**src/rtl/mult_hilo_unit_pkg.sv**
```systemverilog
// Shared definitions for the HI/LO multiply issue/retire stage.
package mult_hilo_unit_pkg;

    typedef enum logic [1:0] {
        ST_IDLE = 2'd0,
        ST_RUN  = 2'd1,
        ST_FIX  = 2'd2
    } state_e;

    localparam int          MUL_LATENCY_DEF = 10;
    localparam logic [63:0] ZERO64          = 64'd0;

endpackage

```
**src/rtl/mult_hilo_unit_fix_adder.sv**
```systemverilog
// Unsigned correction for a signed 32x32 product: sum of the raw product and two shifted terms.
module hilo_fix_adder
    import mult_hilo_unit_pkg::*;
(
    input  logic [63:0] p_i,
    input  logic [63:0] corr_a_i,
    input  logic [63:0] corr_b_i,
    output logic [63:0] sum_o
);

    assign sum_o = p_i + corr_a_i + corr_b_i;

endmodule

```
**src/rtl/mult_hilo_unit.sv**
```systemverilog
// MULT/MULTU issue/retire around the Booth multiplier, plus the architectural HI/LO registers.
//  state   | meaning
//  ST_IDLE | no product in flight; HI/LO writable, Start accepted
//  ST_RUN  | multiplier working; counting its latency down to zero
//  ST_FIX  | product captured; apply unsigned correction and commit HI/LO
module mult_hilo_unit
    import mult_hilo_unit_pkg::*;
#(
    parameter int MUL_LATENCY = MUL_LATENCY_DEF
) (
    input  logic        Clk,
    input  logic        Reset,
    input  logic        Start,
    input  logic        Signed_Op,
    input  logic [31:0] Rs_Val,
    input  logic [31:0] Rt_Val,
    input  logic        Mthi,
    input  logic        Mtlo,
    input  logic [31:0] Wr_Data,
    input  logic        Read_Req,
    output logic        Mul_Start,
    output logic [31:0] Mul_A,
    output logic [31:0] Mul_B,
    input  logic [63:0] Mul_Out,
    output logic        Busy,
    output logic        Done,
    output logic        Stall,
    output logic [31:0] Hi,
    output logic [31:0] Lo
);

    localparam int            CW       = (MUL_LATENCY > 2) ? $clog2(MUL_LATENCY) : 1;
    localparam logic [CW-1:0] CNT_INIT = CW'(MUL_LATENCY - 1);

    state_e        state_q, state_d;
    logic [CW-1:0] count_q, count_d;
    logic [31:0]   hi_q, hi_d, lo_q, lo_d;
    logic [31:0]   mul_a_q, mul_a_d, mul_b_q, mul_b_d;
    logic          mul_start_q, mul_start_d;
    logic          done_q, done_d;
    logic [63:0]   prod_q, prod_d;
    logic          uflag_q, uflag_d;

    logic [63:0]   corr_a, corr_b, fixed_prod;
    logic          hilo_wr;

    // A signed product of operands with bit 31 set lacks 2^32*other for the unsigned reading.
    assign corr_a = (uflag_q && mul_a_q[31]) ? {mul_b_q, 32'd0} : ZERO64;
    assign corr_b = (uflag_q && mul_b_q[31]) ? {mul_a_q, 32'd0} : ZERO64;

    hilo_fix_adder u_fix_adder (
        .p_i      (prod_q),
        .corr_a_i (corr_a),
        .corr_b_i (corr_b),
        .sum_o    (fixed_prod)
    );

    assign hilo_wr = Mthi | Mtlo;

    always_comb begin
        state_d     = state_q;
        count_d     = count_q;
        hi_d        = hi_q;
        lo_d        = lo_q;
        mul_a_d     = mul_a_q;
        mul_b_d     = mul_b_q;
        mul_start_d = 1'b0;
        done_d      = 1'b0;
        prod_d      = prod_q;
        uflag_d     = uflag_q;

        if (Mthi) hi_d = Wr_Data;
        if (Mtlo) lo_d = Wr_Data;

        unique case (state_q)
            ST_IDLE: begin
                if (Start) begin
                    mul_a_d     = Rs_Val;
                    mul_b_d     = Rt_Val;
                    uflag_d     = ~Signed_Op;
                    mul_start_d = 1'b1;
                    count_d     = CNT_INIT;
                    state_d     = ST_RUN;
                end
            end
            ST_RUN: begin
                if (hilo_wr) begin
                    state_d = ST_IDLE;
                    count_d = '0;
                end else if (count_q == '0) begin
                    prod_d  = Mul_Out;
                    state_d = ST_FIX;
                end else begin
                    count_d = count_q - 1'b1;
                end
            end
            ST_FIX: begin
                // A HI/LO write in the commit cycle still wins: the product is dropped.
                if (!hilo_wr) begin
                    hi_d   = fixed_prod[63:32];
                    lo_d   = fixed_prod[31:0];
                    done_d = 1'b1;
                end
                state_d = ST_IDLE;
            end
            default: state_d = ST_IDLE;
        endcase
    end

    always_ff @(posedge Clk) begin
        if (!Reset) begin
            state_q     <= ST_IDLE;
            count_q     <= '0;
            hi_q        <= '0;
            lo_q        <= '0;
            mul_a_q     <= '0;
            mul_b_q     <= '0;
            mul_start_q <= 1'b0;
            done_q      <= 1'b0;
            prod_q      <= ZERO64;
            uflag_q     <= 1'b0;
        end else begin
            state_q     <= state_d;
            count_q     <= count_d;
            hi_q        <= hi_d;
            lo_q        <= lo_d;
            mul_a_q     <= mul_a_d;
            mul_b_q     <= mul_b_d;
            mul_start_q <= mul_start_d;
            done_q      <= done_d;
            prod_q      <= prod_d;
            uflag_q     <= uflag_d;
        end
    end

    assign Busy      = (state_q != ST_IDLE);
    assign Stall     = Read_Req & Busy;
    assign Done      = done_q;
    assign Mul_Start = mul_start_q;
    assign Mul_A     = mul_a_q;
    assign Mul_B     = mul_b_q;
    assign Hi        = hi_q;
    assign Lo        = lo_q;

endmodule

```
**config.mk**
```make
export PLATFORM = sky130hd
export DESIGN_NAME = mult_hilo_unit
export DESIGN_NICKNAME = d
export VERILOG_FILES = /design/src/rtl/mult_hilo_unit_pkg.sv /design/src/rtl/mult_hilo_unit_fix_adder.sv /design/src/rtl/mult_hilo_unit.sv
export SDC_FILE = /design/constraint.sdc
export NUM_CORES = 1
export LEC_CHECK = 0
export BUFFER_PORTS_ARGS = -buffer_cell sky130_fd_sc_hd__buf_2
export CAP_MARGIN = 20
export CELL_PAD_IN_SITES_DETAIL_PLACEMENT = 0
export CELL_PAD_IN_SITES_GLOBAL_PLACEMENT = 1
export CORE_AREA = 2 2 168 170
export CTS_CLUSTER_SIZE = 28
export DETAILED_ROUTE_END_ITERATION = 10
export DIE_AREA = 0 0 170 172
export PLACE_DENSITY = 0.87
export SLEW_MARGIN = 5
export SYNTH_ARGS = -nofsm -noshare
export SYNTH_HDL_FRONTEND = slang
export SYNTH_SLANG_ARGS = --single-unit
```
**constraint.sdc**
```tcl
create_clock -name Clk -period 4.35 [get_ports Clk]
set_clock_uncertainty 0.05 [all_clocks]
set_input_delay 0.2175 -clock Clk [delete_from_list [all_inputs] [get_ports Clk]]
set_output_delay 0.2175 -clock Clk [all_outputs]
set_load 0.03 [all_outputs]
```
### Yosys cells after proc, flatten, opt, wreduce, memory -nomap -nowiden

Index checks and enable logic that the tools add are counted.

| storage, ports and cells | value |
|---|---|
| register bits | 201 |
| bits of input ports | 167 |
| output and inout bits | 132 |
| word-level logic and storage cells | 52 |

| operators by class | value |
|---|---|
| add/sub/neg operators | 3 |
| equal/unequal tests | 5 |
| mux-type cells | 18 |
| bitwise logic cells | 4 |
| reductions and logical operators | 12 |

Operator list:

| kind | number |
|---|---|
| $mux W32 | 6 |
| $add A64 B64 Y64 | 2 |
| $mux W64 | 2 |
| $mux W4 | 3 |
| $pmux W4 S2 | 1 |
| $reduce_and A2 Y1 | 4 |
| $mux W2 | 3 |
| $ne A3 B3 Y1 const B | 2 |
| $reduce_and A3 Y1 | 2 |
| $logic_not A4 Y1 | 1 |
| $pmux W2 S2 | 1 |
| $reduce_bool A2 Y1 | 2 |
| $sub A4 B1 Y4 const B | 1 |
| $eq A2 B1 Y1 const B | 1 |
| $eq A2 B2 Y1 const B | 1 |
| $logic_and A1 B1 Y1 | 2 |
| $logic_not A2 Y1 | 1 |
| $mux W1 | 2 |
| $ne A2 B2 Y1 const B | 1 |
| $not A1 Y1 | 2 |
| $and A1 B1 Y1 | 1 |
| $or A1 B1 Y1 | 1 |

### Longest topological paths before layout

| depth | value |
|---|---|
| word-level depth | 6 |
| mapped depth | 16 |

### By module

A second synthesis with hierarchy kept.

| second synthesis, totals | value |
|---|---|
| cell total of the unflattened synthesis | 1585 |
| area, all modules | 13161.4 um2 |

Modules (own cells, without submodules):

| module | instances | cells each | area an instance (um2) | sequential area each (um2) |
|---|---|---|---|---|
| mult_hilo_unit | 1 | 982 | 8236.6 | 4023.9 |
| hilo_fix_adder | 1 | 603 | 4924.7 | 0.0 |

### Least setup slack after synthesis

No wires, ideal clock.

| path | value |
|---|---|
| kind | register -> register |
| from | register mul_a_q[31], in the netlist Mul_A[31] |
| to | register hi_q[23], in the netlist Hi[23] |
| library setup time | 0.118 ns |
| arrival | 3.693 ns |
| required time | 4.182 ns |
| slack | 0.489 ns |
| cell stages (with the launch flop) | 15 |
| path buffers | 1 |
| path through | dfxtp_1 -> clkbuf_1 -> and3_1 -> fa_1 -> ha_1 -> inv_1 -> fa_1 -> nor2b_4 -> o2111a_1 -> o311a_1 -> o21a_2 -> or3_4 -> a21o_1 -> a311o_1 -> o2111a_1 |

| between the ends | value |
|---|---|
| longest elaborated chain between the ends | 6 |

Ends and longest elaborated chain:

| item | RTL line | RTL |
|---|---|---|
| start, declared | mult_hilo_unit.sv:38 | `logic [31:0] mul_a_q, mul_a_d, mul_b_q, mul_b_d;` |
| start signal, assigned | mult_hilo_unit.sv:127 | `mul_a_q <= mul_a_d;` |
| $logic_and A1 B1 Y1 | mult_hilo_unit.sv:48 | `assign corr_a = (uflag_q && mul_a_q[31]) ? {mul_b_q, 32'd0} : ZERO64;` |
| $mux W64 | mult_hilo_unit.sv:48 |  |
| $add A64 B64 Y64 (2 in a row) | mult_hilo_unit_fix_adder.sv:11 | `assign sum_o = p_i + corr_a_i + corr_b_i;` |
| $mux W32 | mult_hilo_unit.sv:99 | `if (!hilo_wr) begin` |
| $mux W32 | mult_hilo_unit.sv:75 | `unique case (state_q)` |
| end signal, assigned | mult_hilo_unit.sv:125 | `hi_q <= hi_d;` |
| end, declared | mult_hilo_unit.sv:37 | `logic [31:0] hi_q, hi_d, lo_q, lo_d;` |

No other way between the ends.
A chain may end at the register's enable or synchronous reset.

### Worst setup path after layout

| path | value |
|---|---|
| from | register mul_a_q[31], in the netlist Mul_A[31] |
| to | register hi_q[31], in the netlist Hi[31] |

| between the ends | value |
|---|---|
| longest elaborated chain between the ends | 6 |

Ends and longest elaborated chain:

| item | RTL line |
|---|---|
| $logic_and A1 B1 Y1 | mult_hilo_unit.sv:48 |
| $mux W64 | mult_hilo_unit.sv:48 |
| $add A64 B64 Y64 | mult_hilo_unit_fix_adder.sv:11 |
| $add A64 B64 Y64 * | mult_hilo_unit_fix_adder.sv:11 |
| $mux W32 * | mult_hilo_unit.sv:99 |
| $mux W32 * | mult_hilo_unit.sv:75 |

Mark *: on every way between the ends. The rest lies on a longest branch, timed or not.

==> run summary <==
Critical path's slowest cell: dfxtp_1. The number of buffer and inverter stages on the critical path is 1. The critical path crosses 12 cells after its start point. Combined global-route utilization of all metal layers: 0.228. Dividing the detail-routed via count by the number of cells gives 5.11. The detailed-route wire length per cell is 17.6 um. The tools report the gate count of the mapped netlist as 1216.

The maximum number of pins on one net before global-route repair is 100. Each instance of the synthesized netlist takes up on average 8.66 um2. Traced cell by cell, the critical path runs through buf_4, and3_1, fa_1, ha_1, a21o_1, a221o_1, a211o_1, or3_1, nor3_1, o41ai_1, xnor2_1, a21oi_1.

For this design the ratio of total power to cell area is 322 mW/mm2. Setup violations remaining at the end of the flow were counted as 0. The final count of hold timing violations was 0.

The later pin in the worst-skew pair is clocked with a latency of 0.51 ns. In this design, the largest share of critical-path delay is due to compound AO/OA/AOI/OAI gates. Setup repair after global routing left no endpoint under its margin. In the routed design, unresolved DRC markers number 0. The delay of the slowest cell on the worst path was 0.53 ns; the signal arrival time at the worst endpoint was 4.29 ns.

The tools report the placeable core region as 0.0275 mm2. The final-report max-slew violation count was 0; the minimum setup slack among reg-to-reg paths was 0.37 ns. For this design, the sink count on the clock tree is 201. Number of synthesized register bits: 201.

The via total after detailed routing was 10.0k. The tightest min-delay check is of the in2reg type. The congestion estimate from routability-driven global placement came to 0.851. The worst setup path is captured at a flip-flop.

Summed over all instances, the cell type with the most area after synthesis is dfxtp_1. The die covers 0.0292 mm2. The number of antenna violations at the first check in global routing is 0. The run gives 24400 um as the HPWL after detailed placement.

0 antenna diodes ended up in the layout. Counting flops with a built-in enable in the synthesized netlist gives 0. Number of search-and-repair iterations in the first detailed-routing pass: 5. The area fraction of the dominant cell type after synthesis is 0.382, and the remaining antenna violation count after routing is 0. VDD sags by at most 0.235 mV. The worst flop-to-flop path startpoint is Mul_A[31].

The leakage power total is 7.25 nW. After synthesis, the most frequently instantiated cells are 329 x nand2_1, 201 x dfxtp_1, 129 x a21boi_0. The floorplan step set the die height to 172 um.

The routed design could run at a clock period as short as 3.98 ns. The worst hold path terminates at Lo[6]. The run gives 0.0143 mm2 as the finished layout cell area. The worst hold path begins at Wr_Data[6]. The number of global-route vias before repair is 9454.

The detailed-route wire length came out at 34600 um. The area growth from synthesis to layout is 36.0%. For the sequential element share of the synthesized area, the log shows 0.382. The first global-routing pass estimated 52700 um of wire. Once placement finished, the instance area stood at 0.0123 mm2.

The tools report the final-stage net count as 1830. The count of different cell masters after synthesis is 53. The endpoint identified for the worst register-to-register timing path is Hi[31].

nand2_1 is the most common cell in the netlist. In this run the worst path has a maximum fanout of 23. The run gives 0 ns as the aggregate negative setup slack. After clock tree synthesis, the clock-pin slew on the worst setup and hold paths is 0.06 ns.

In this run the count of I/O pins placed on the die edge is 299. The number of max-cap violations came out at 0. Depth of the CTS H-tree: 1. The final clock period utilization by the worst path was 0.916.

The path type of the worst setup path is reg2reg. By area the synthesized netlist is led by dfxtp_1 38%, nand2_1 12%, a21boi_0 9.2%. The tools report the post-synth design cell area as 0.0105 mm2.

The final design utilization came out at 0.521. The worst hold-check slack came out at 0.0268 ns. Summed over all layers, the global routing overflow is 0. In this run the horizontal extent of the chip is 170 um.

The effective utilization at floorplan was 0.383; the worst endpoint required time was 4.65 ns. The fraction of layout cells with a size suffix above 1 was 0.230. In this run the deepest clock path goes through 3 buffers. The flow ran to the end, and the final reports show no timing, DRC or antenna violations. Count of input and output buffers: 298. In the synthesized netlist the dominant register cell turns out to be dfxtp_1. The kind of start point of the critical path was a flip-flop.

The tools report the cell chosen for the clock root as clkbuf_16. The hold path depth was 4; the initial DRC count was 646. Relative slew slack: 0.278. The run gives 1446 as the number of nets in the synthesized netlist. The fraction of registers with async set/reset is 0.

The run gives 0.251 GHz as the upper clock frequency limit. The number of warnings reported in the yosys synthesis log is 0. The worst reg-to-reg path cell count is 12. At the pin with the least slew margin, the transition time is 1.08 ns. The number of buffers added by the clock tree synthesis step came out at 24.

The tools report the total number of placement rows as 61. TritonCTS built the clock tree.
-- how the worst max path moves through the flow --
stage                   start  endpoint  slack (ns)
floorplan           Mul_A[31]    Hi[23]        0.49
global placement      uflag_q    Hi[31]        0.39
detailed placement    uflag_q    Hi[31]        0.28
CTS                   uflag_q    Hi[31]        0.27
global route        Mul_A[31]    Hi[31]        0.18
finish              Mul_A[31]    Hi[31]        0.37
-- layout by cell type (no fill, tap or decap), drive strengths merged, types with 4 or more instances in the layout --
cell type / netlist / routed
a31oi: 7 / 7
mux2i: 56 / 56
nand2: 329 / 329
nor2b: 8 / 8
mux2: 10 / 10
clkinv: 0 / 5
nand3: 11 / 11
xnor2: 16 / 16
o21a: 4 / 4
buf: 10 / 315
a21oi: 33 / 33
o21bai: 4 / 4
o21ai: 26 / 26
dfxtp: 201 / 201
nor2: 23 / 23
xor2: 7 / 7
a21o: 15 / 15
inv: 13 / 13
fa: 32 / 32
a21boi: 129 / 129
and3: 74 / 74
nor3: 13 / 13
dlygate4sd3: 0 / 130
ha: 31 / 31
clkbuf: 77 / 35
o211a: 46 / 46
-- metrics by stage --
step | setup WS, ns | total power, mW | instances
floorplan | 0.489 | 2.40 | 1216
global placement | 0.394 | 2.65 | 1790
detailed placement | 0.284 | 2.66 | 1790
CTS | 0.274 | 4.67 | 1959
global route | 0.176 | 4.81 | 1960
finish | 0.367 | 4.62 | 1960
-- final cells by class --
cell class,instances,area [um2]
clock buffers,35,713
clock inverters,5,25.0
fillers,2562,13100
inverters,13,48.8
multi-input cells,915,6160
flip-flops and latches,201,4030
well taps,346,433
repair buffers,445,2930
-- where the power goes --
group / switching (mW) / total, mW / internal (mW)
Combinational: 0.413 / 0.719 / 0.306
Sequential: 0.0707 / 2.00 / 1.93
Clock: 0.781 / 1.90 / 1.12
Total: 1.26 / 4.62 / 3.36
-- sequential cells by signal, summed over array words and instances (netlist names) --
name and flops:
prod_q 64, Mul_B 32, Mul_Start 1, uflag_q 1, Lo 32, count_q 4, Hi 32, Mul_A 32
Done 1, state_q 2
-- worst register-to-register path, stage by stage (launching register included) --
cell	delay, ns
dfxtp_1	0.53
buf_4	0.31
and3_1	0.22
fa_1	0.42
ha_1	0.40
a21o_1	0.22
a221o_1	0.39
a211o_1	0.35
or3_1	0.31
nor3_1	0.25
o41ai_1	0.15
xnor2_1	0.16
a21oi_1	0.08
-- per-layer routing --
layer / vias up / routed length [um] / GRT usage
met1: 4654 / 16900 / 0.330
met5: - / 0 / 0
li1: 4954 / - / -
met3: 42 / 2130 / 0.0343
met2: 357 / 15000 / 0.361
met4: 0 / 543 / 0.0476
-- kinds of logic after synthesis --
logic type | synth area share
buf+inv | 0.0356
flops | 0.382
mux | 0.0639
fa+ha+maj | 0.0977
xor+xnor | 0.0191
compound gates | 0.200
simple gates | 0.201
-- timing repair --
| action | 4_1_cts | 5_1_grt |
|---|---|---|
| endpoints found under the setup margin | 0 | 1 |
| gates resized for setup | 0 | 1 |
| hold buffers | 129 | 1 |
| setup buffers | 0 | 0 |
| hold endpoints to repair | 129 | 1 |
Power figures use the tool's default switching activity.
